--- config.mk ---
export PLATFORM = sky130hd
export DESIGN_NAME = frog_log_rider
export DESIGN_NICKNAME = d
export VERILOG_FILES = /design/src/rtl/frog_log_rider.sv
export SDC_FILE = /design/constraint.sdc
export NUM_CORES = 1
export LEC_CHECK = 0
export CORE_ASPECT_RATIO = 1.4
export CORE_MARGIN = 2
export CORE_UTILIZATION = 45
export CTS_CLUSTER_SIZE = 16
export DETAILED_ROUTE_END_ITERATION = 8
export PLACE_DENSITY_LB_ADDON = 0.3
export SYNTH_ARGS = -nofsm -noshare
export SYNTH_HDL_FRONTEND = slang
export SYNTH_SLANG_ARGS = --single-unit
export TNS_END_PERCENT = 100
--- constraint.sdc ---
create_clock -name clk -period 5.5 [get_ports clk]
set_clock_uncertainty 0.15 [all_clocks]
set_input_delay 1.1 -clock clk [delete_from_list [all_inputs] [get_ports clk]]
set_output_delay 1.1 -clock clk [all_outputs]
set_load 0.01 [all_outputs]
--- src/rtl/frog_log_rider.sv ---
// Frog-on-log detector for the current river lane: overlap test, drift
// command generation and drowning detection.
module frog_log_rider #(
  parameter int FROG_W       = 32,
  parameter int X_LEFT       = 96,
  parameter int X_RIGHT      = 544,
  parameter int GRACE_CYCLES = 16
) (
  input  logic       clk,
  input  logic       reset,
  input  logic [9:0] frog_x,
  input  logic       frog_in_river,
  input  logic       frog_hop,
  input  logic [9:0] log0_x,
  input  logic [9:0] log1_x,
  input  logic [9:0] log2_x,
  input  logic       log2_en,
  input  logic [9:0] log_len,
  input  logic [9:0] log_speed,
  input  logic       death_ack,
  output logic       on_log,
  output logic       drift_valid,
  output logic       drift_left,
  output logic       drown,
  output logic       riding
);

  typedef enum logic [1:0] {
    OFF_RIVER,
    LANDING,
    RIDING,
    DROWNED
  } state_t;

  localparam int CNT_W = $clog2(GRACE_CYCLES) + 1;
  localparam logic [CNT_W-1:0] CNT_LAST = CNT_W'(GRACE_CYCLES - 1);
  localparam logic [10:0] HALF_W  = 11'(FROG_W / 2);
  localparam logic [10:0] FULL_W  = 11'(FROG_W);
  localparam logic [10:0] LEFT_X  = 11'(X_LEFT);
  localparam logic [10:0] RIGHT_X = 11'(X_RIGHT);

  state_t           state_q, state_d;
  logic [CNT_W-1:0] cnt_q, cnt_d;
  logic             on_log_q, on_log_d;
  logic             drift_valid_q, drift_valid_d;
  logic             drift_left_q, drift_left_d;
  logic             drown_q, drown_d;

  logic [10:0] c;
  logic [10:0] len_ext;
  logic        hit0, hit1, hit2;
  logic        speed_nz, dir_left;
  logic        at_left, at_right, edge_hit;

  // 11-bit arithmetic keeps log ends past x=1023 from wrapping
  always_comb begin
    c        = {1'b0, frog_x} + HALF_W;
    len_ext  = {1'b0, log_len};
    hit0     = (c >= {1'b0, log0_x}) &&
               (c < ({1'b0, log0_x} + len_ext));
    hit1     = (c >= {1'b0, log1_x}) &&
               (c < ({1'b0, log1_x} + len_ext));
    hit2     = log2_en &&
               (c >= {1'b0, log2_x}) &&
               (c < ({1'b0, log2_x} + len_ext));
    on_log_d = hit0 | hit1 | hit2;
  end

  always_comb begin
    speed_nz = |log_speed;
    dir_left = log_speed[9];
    at_right = ({1'b0, frog_x} + FULL_W) >= RIGHT_X;
    at_left  = {1'b0, frog_x} <= LEFT_X;
    edge_hit = speed_nz && (dir_left ? at_left : at_right);
  end

  always_comb begin
    state_d       = state_q;
    cnt_d         = cnt_q;
    drift_valid_d = 1'b0;
    drift_left_d  = 1'b0;
    unique case (state_q)
      OFF_RIVER: begin
        if (frog_in_river && frog_hop) begin
          state_d = LANDING;
          cnt_d   = '0;
        end
      end
      LANDING: begin
        cnt_d = cnt_q + 1'b1;
        if (!frog_in_river) begin
          state_d = OFF_RIVER;
        end else if (frog_hop) begin
          state_d = LANDING;
          cnt_d   = '0;
        end else if (on_log_q) begin
          state_d = RIDING;
        end else if (cnt_q == CNT_LAST) begin
          state_d = DROWNED;
        end
      end
      RIDING: begin
        if (!frog_in_river) begin
          state_d = OFF_RIVER;
        end else if (frog_hop) begin
          state_d = LANDING;
          cnt_d   = '0;
        end else if (!on_log_q || edge_hit) begin
          state_d = DROWNED;
        end else if (speed_nz) begin
          drift_valid_d = 1'b1;
          drift_left_d  = dir_left;
        end
      end
      DROWNED: begin
        if (death_ack) state_d = OFF_RIVER;
      end
      default: state_d = OFF_RIVER;
    endcase
    drown_d = (state_d == DROWNED) && (state_q != DROWNED);
  end

  always_ff @(posedge clk) begin
    if (reset) begin
      state_q       <= OFF_RIVER;
      cnt_q         <= '0;
      on_log_q      <= 1'b0;
      drift_valid_q <= 1'b0;
      drift_left_q  <= 1'b0;
      drown_q       <= 1'b0;
    end else begin
      state_q       <= state_d;
      cnt_q         <= cnt_d;
      on_log_q      <= on_log_d;
      drift_valid_q <= drift_valid_d;
      drift_left_q  <= drift_left_d;
      drown_q       <= drown_d;
    end
  end

  assign on_log      = on_log_q;
  assign drift_valid = drift_valid_q;
  assign drift_left  = drift_left_q;
  assign drown       = drown_q;
  assign riding      = (state_q == RIDING);

endmodule

==> results of run 1 <==
[cell families after synthesis]
logic type      count (synthesis)
compound gates                110
xor+xnor                       27
fa+ha+maj                      98
buf+inv                        44
flops                          11
mux                             2
simple gates                   97
[report_power, final]
part	switching (uW)	internal (uW)
Combinational	181	186
Sequential	4.47	83.4
Clock	28.5	50.7
[path summary, 6_finish.rpt]
check	slack, ns	start	cells after the start	endpoint
min reg2reg	0.33	cnt_q[3]	1	cnt_q[3]
min	0.33	cnt_q[3]	1	cnt_q[3]
max	0.99	log_len[0]	15	on_log
max reg2reg	3.57	cnt_q[0]	8	drown
[layout by cell type (no fill, tap or decap), drive strengths merged, types with 3 or more instances in the layout]
cell,instances
a21oi,33
nand4,6
inv,40
o21a,5
nand2b,10
a2111oi,3
a211o,3
dfxtp,11
fa,3
a31oi,3
clkdlybuf4s50,70
nor2b,5
or4,3
o21ai,15
xnor2,10
clkbuf,4
xor2,17
or3,4
nand2,18
nor4,3
a211oi,9
ha,95
o31ai,3
a21o,12
nor2,28
nand3,5
nor3,8
o211ai,8
[per-layer routing]
metal / vias up / share of wire
met5: - / 0
met2: 57 / 0.55
met3: 8 / 0.030
met1: 1349 / 0.41
met4: 0 / 0.012
li1: 1588 / -
[through the flow]
stage          area, um2  cells  setup slack (ns)  utilization  hold WS (ns)
6_report            4000    556             0.992        0.584         0.332
5_1_grt             4000    556             0.643        0.584         0.355
4_1_cts             4000    556             0.983        0.584         0.336
3_5_place_dp        3950    552             0.781        0.577         0.323
3_3_place_gp        3950    552             0.832        0.577         0.308
2_1_floorplan       3130    389              1.54            -         0.282
[state kept, by name (all words and copies together), names as in the netlist]
register	flops
drift_left	1
state_q	2
cnt_q	5
drift_valid	1
drown	1
on_log	1
[final cells by class]
cell class / count / area, um2 / share of cell area
flip-flops and latches: 11 / 220 / 0.0551
well taps: 95 / 119 / 0.0297
multi-input cells: 334 / 2750 / 0.687
clock buffers: 4 / 45.0 / 0.0113
repair buffers: 72 / 716 / 0.179
inverters: 40 / 150 / 0.0376
[worst max-delay path, cell delays in order]
cell and delay [ns]:
clkdlybuf4s50_1 0.45, ha_1 0.23, fa_1 0.41, a21o_1 0.18
a21oi_1 0.23, o21bai_1 0.12, a2111oi_0 0.44, nor2_1 0.14
a21o_1 0.20, a21oi_1 0.15, ha_1 0.26, a211o_1 0.29
a21oi_1 0.10, o21ai_0 0.10, o311ai_1 0.09
==> metrics.csv, run 1 <==
stage;metric;value;unit
grt;GR peak layer;met2;
floorplan;Initial Util;0.458;
logic_synthesis;post-synthesis sequential area ratio;0.0703;
sta;Setup Viol. Count Final;0;
place;IO Port Bufs;70;
sta;RSZ-0062 raised after global routing;no;
logic_synthesis;post-synth top area share;0.379;
sta;TNS Setup;0;ns
cts;Resize count post-CTS;0;
place;GP Congestion;0.875;
detailed_routing;DR iter-0 viols;95;
logic_synthesis;number of flops mapped to enable cells by yosys;0;
logic_synthesis;Synth Area in Simple Gates;0.159;
cts;H-tree depth;1;
floorplan;DIE WIDTH;74.5;um
logic_synthesis;mux cell area share after synthesis;0.00799;
logic_synthesis;Synth Area in Compound Gates;0.236;
logic_synthesis;Post-synth top cells;95 x ha_1, 40 x inv_1, 30 x a21oi_1, 28 x nor2_1, 18 x nand2_1;
cts;Hold-fix buffers, CTS;0;
cts;# Post-CTS Setup Buffers;0;
detailed_routing;routed via count;3002;
sta;fin crit period;4.51;ns
grt;final global-route overflow total;0;
detailed_routing;DRC violation count after routing;0;
worst_setup_path;CP Max Fanout;3;
logic_synthesis;library cells used by synthesis;49;
worst_setup_path;Worst Setup Start Kind;primary input;
sta;Max-slew headroom;0.574;
grt;first-pass GRT wire length;12400;um
layout;Final #Nets;626;
logic_synthesis;cell accounting for the most synthesized area;ha_1;
logic_synthesis;Post-Synth Adder-Cell Area;0.399;
detailed_routing;drt total wl;7280;um
grt;routing usage on met1;0.221;
cts;Max Root-Sink Buffers;2;
sta;Pins Over Slew Limit;0;
logic_synthesis;ys flop type;dfxtp_1;
flow_run;Max-Cap Viols;0;
grt;met2 GRT Util;0.415;
logic_synthesis;count leader, synth;ha_1;
worst_setup_path;worst endpoint required time;5.49;ns
floorplan;core area;6850;um2
floorplan;Die Y;103;um
logic_synthesis;xor/xnor share of the synthesized area;0.0755;
logic_synthesis;Syn. warnings;0;
floorplan;io pins;71;
cts;CTS tree;built;
detailed_routing;drt pass-1 iters;4;
sta;Worst-Margin Slew;0.634;ns
pwr;Total Power;534;uW
detailed_routing;vias per cell;5.40;
sta;final hold violations;0;
layout;Filler cells;668;
cts;CTS Buf Count;3;
layout;layout cells sized above 1;0.0304;
logic_synthesis;largest cells by area after synthesis;ha_1 38%, dfxtp_1 7.0%, a21oi_1 4.8%;
sta;Fmax;222;MHz
cts;Worst-Skew Late Latency;0.23;ns
logic_synthesis;syn avg cell area;8.05;um2
floorplan;full die area;7660;um2
grt;Global Route Usage Sum;0.201;
layout;ant diodes;0;
worst_setup_path;type of destination of the critical path;flop;
sta;period utilization;0.820;
grt;initial antenna violation count;0;
cts;CTS sink count;11;
grt;vias in the first global route;2948;
worst_setup_path;WP data arrival;4.50;ns
logic_synthesis;Cell Area, Synth;3130;um2
detailed_routing;Avg WL per Cell;13.1;um
pwr;Power Density;134;nW/um2
logic_synthesis;Yosys reg bits;11;
worst_setup_path;CP Class;in -> reg;
floorplan;FP Rows;36;
detailed_routing;post-route ant nets;0;
logic_synthesis;largest family of logic cells by synthesized area;adder cells;
layout;Area Growth Syn to Fin;27.6;%
logic_synthesis;synthesized instance count;389;
status;status;finished, final reports clean;
grt;routing usage on met3;0.00880;
place;HPWL Detailed;6550;um
cts;root buffer cell;clkbuf_8;
logic_synthesis;syn nets;553;
cts;CTS clock-pin slew for the worst setup and hold paths;0.05;ns
grt;largest net degree at the start of global routing;12;
pwr;Pleak;0.00188;uW
logic_synthesis;Async SR Flop Fraction;0;
pwr;maximum VDD drop;0.0000900;V
hold_path;min-delay worst type;reg -> reg;
No activity file was read; power rests on OpenSTA's default activity.
==> run 2, diff against run 1 <==
clock period = 4.2 ns   (was 5.5 ns; I/O delays follow)
==> metrics.csv, run 2 (synthesis results as in run 1) <==
stage;metric;value;unit
detailed_routing;vias per cell;5.38;
status;status;finished, final reports clean;
floorplan;Die Y;103;um
grt;first-pass GRT wire length;12200;um
cts;CTS Buf Count;3;
pwr;Total Power;720;uW
sta;Pins Over Slew Limit;0;
worst_setup_path;type of destination of the critical path;flop;
sta;Fmax;247;MHz
place;dpl cell area;4030;um2
hold_path;min-delay worst type;reg -> reg;
sta;Max-slew headroom;0.683;
pwr;maximum VDD drop;0.0000926;V
layout;Area Growth Syn to Fin;30.6;%
cts;CTS tree;built;
sta;final hold violations;0;
layout;register area;220;um2
pwr;Power Density;176;nW/um2
detailed_routing;drt total wl;7320;um
place;GP Congestion;0.816;
grt;Global Route Usage Sum;0.199;
grt;final global-route overflow total;0;
floorplan;DIE WIDTH;74.5;um
worst_setup_path;WP data arrival;4.03;ns
floorplan;io pins;71;
detailed_routing;met2 wire length;4060;um
worst_setup_path;Worst Setup Start Kind;primary input;
layout;Regs by FF count;cnt_q (5), state_q (2);
layout;most frequent cells in the layout;95 x ha_1, 70 x clkdlybuf4s50_1, 40 x inv_1;
layout;ant diodes;0;
detailed_routing;DRC violation count after routing;0;
detailed_routing;routed via count;3050;
cts;H-tree depth;1;
cts;root buffer cell;clkbuf_8;
layout;Final #Nets;637;
floorplan;full die area;7660;um2
layout;Filler cells;647;
floorplan;Initial Util;0.458;
sta;period utilization;0.962;
grt;vias in the first global route;2955;
worst_setup_path;worst endpoint required time;4.19;ns
flow_run;Max-Cap Viols;0;
layout;max FFs per register;5;
grt;largest net degree at the start of global routing;12;
grt;initial antenna violation count;0;
cts;CTS clock-pin slew for the worst setup and hold paths;0.05;ns
detailed_routing;WL met3;258;um
worst_setup_path;CP Max Fanout;2;
detailed_routing;drt pass-1 iters;4;
layout;most flop-heavy register;cnt_q;
detailed_routing;post-route ant nets;0;
cts;Worst-Skew Late Latency;0.24;ns
worst_setup_path;CP Class;in -> reg;
sta;fin crit period;4.04;ns
sta;Setup Viol. Count Final;0;
pwr;Pleak;0.00194;uW
layout;footprint of the multi-input gates;2760;um2
place;IO Port Bufs;70;
detailed_routing;DR iter-0 viols;85;
floorplan;FP Rows;36;
layout;layout cells sized above 1;0.0593;
sta;Worst-Margin Slew;0.464;ns
floorplan;core area;6850;um2
detailed_routing;Top Layer Used;met4;
cts;Max Root-Sink Buffers;2;
cts;CTS sink count;11;
detailed_routing;met1 WL;2920;um
detailed_routing;Avg WL per Cell;12.9;um
layout;Design Area, Final;4090;um2
place;HPWL Detailed;6540;um
layout;commonest non-fill, non-tap cell in the layout;ha_1;
[run 2: changes by cell type in the layout (fill, tap and decap cells not counted)]
cell       before  now
fa_2            0    1
a21oi_1        30   29
a2111oi_2       0    1
fa_1            3    2
a2111oi_0       3    2
a21oi_2         3    4
buf_4           2   13
[run 2: final timing paths]
kind	from	end	slack [ns]	depth (start not counted)
worst max-delay path	log_len[0]	on_log	0.16	15
worst min-delay path	cnt_q[3]	cnt_q[3]	0.33	1
worst max register to register	cnt_q[0]	drown	2.31	8
worst min register to register	cnt_q[3]	cnt_q[3]	0.33	1
[run 2: final cells by class]
cell class | instances | area share
inverters | 40 | 0.0367
repair buffers | 83 | 0.195
clock buffers | 4 | 0.0110
multi-input cells | 334 | 0.674
well taps | 95 | 0.0290
flip-flops and latches | 11 | 0.0538
[run 2: per-layer routing]
| layer | up-vias | track usage |
|---|---|---|
| met1 | 1374 | 0.208 |
| li1 | 1607 | - |
| met2 | 63 | 0.415 |
| met4 | 0 | 0.0508 |
| met3 | 6 | 0.00978 |
| met5 | - | 0 |
[run 2: critical path, cell delays in order]
cell and delay (ns):
clkdlybuf4s50_1 0.42, buf_4 0.15, ha_1 0.20, fa_1 0.42
a21o_1 0.18, a21oi_1 0.18, nor2b_1 0.07, o21a_1 0.18
o41ai_1 0.30, buf_4 0.19, xor2_1 0.15, ha_1 0.24
o211ai_1 0.16, a21oi_1 0.07, o311ai_1 0.29
[run 2: through the flow]
step,utilization,cells,hold WS (ns),setup TNS (ns),setup slack (ns)
3_5_place_dp,0.588,562,0.316,-0.242,-0.242
4_1_cts,0.596,566,0.335,0,0.0474
5_1_grt,0.598,567,0.357,-0.00422,-0.00422
2_1_floorplan,-,389,0.282,0,0.495
6_report,0.598,567,0.332,0,0.158
3_3_place_gp,0.588,562,0.309,-0.184,-0.184
[run 2: timing repair]
| item | CTS | global route |
|---|---|---|
| hold endpoints to repair | 0 | 0 |
| endpoints found under the setup margin | 1 | 1 |
| pin swaps | 0 | 1 |
| gates resized for setup | 2 | 2 |
| buffers inserted | 0 | 1 |
| hold buffers | 0 | 0 |
[run 2: report_power, final]
group          switching [uW]  internal (uW)
Clock                    40.5           66.7
Combinational             242            255
Sequential               6.68            109
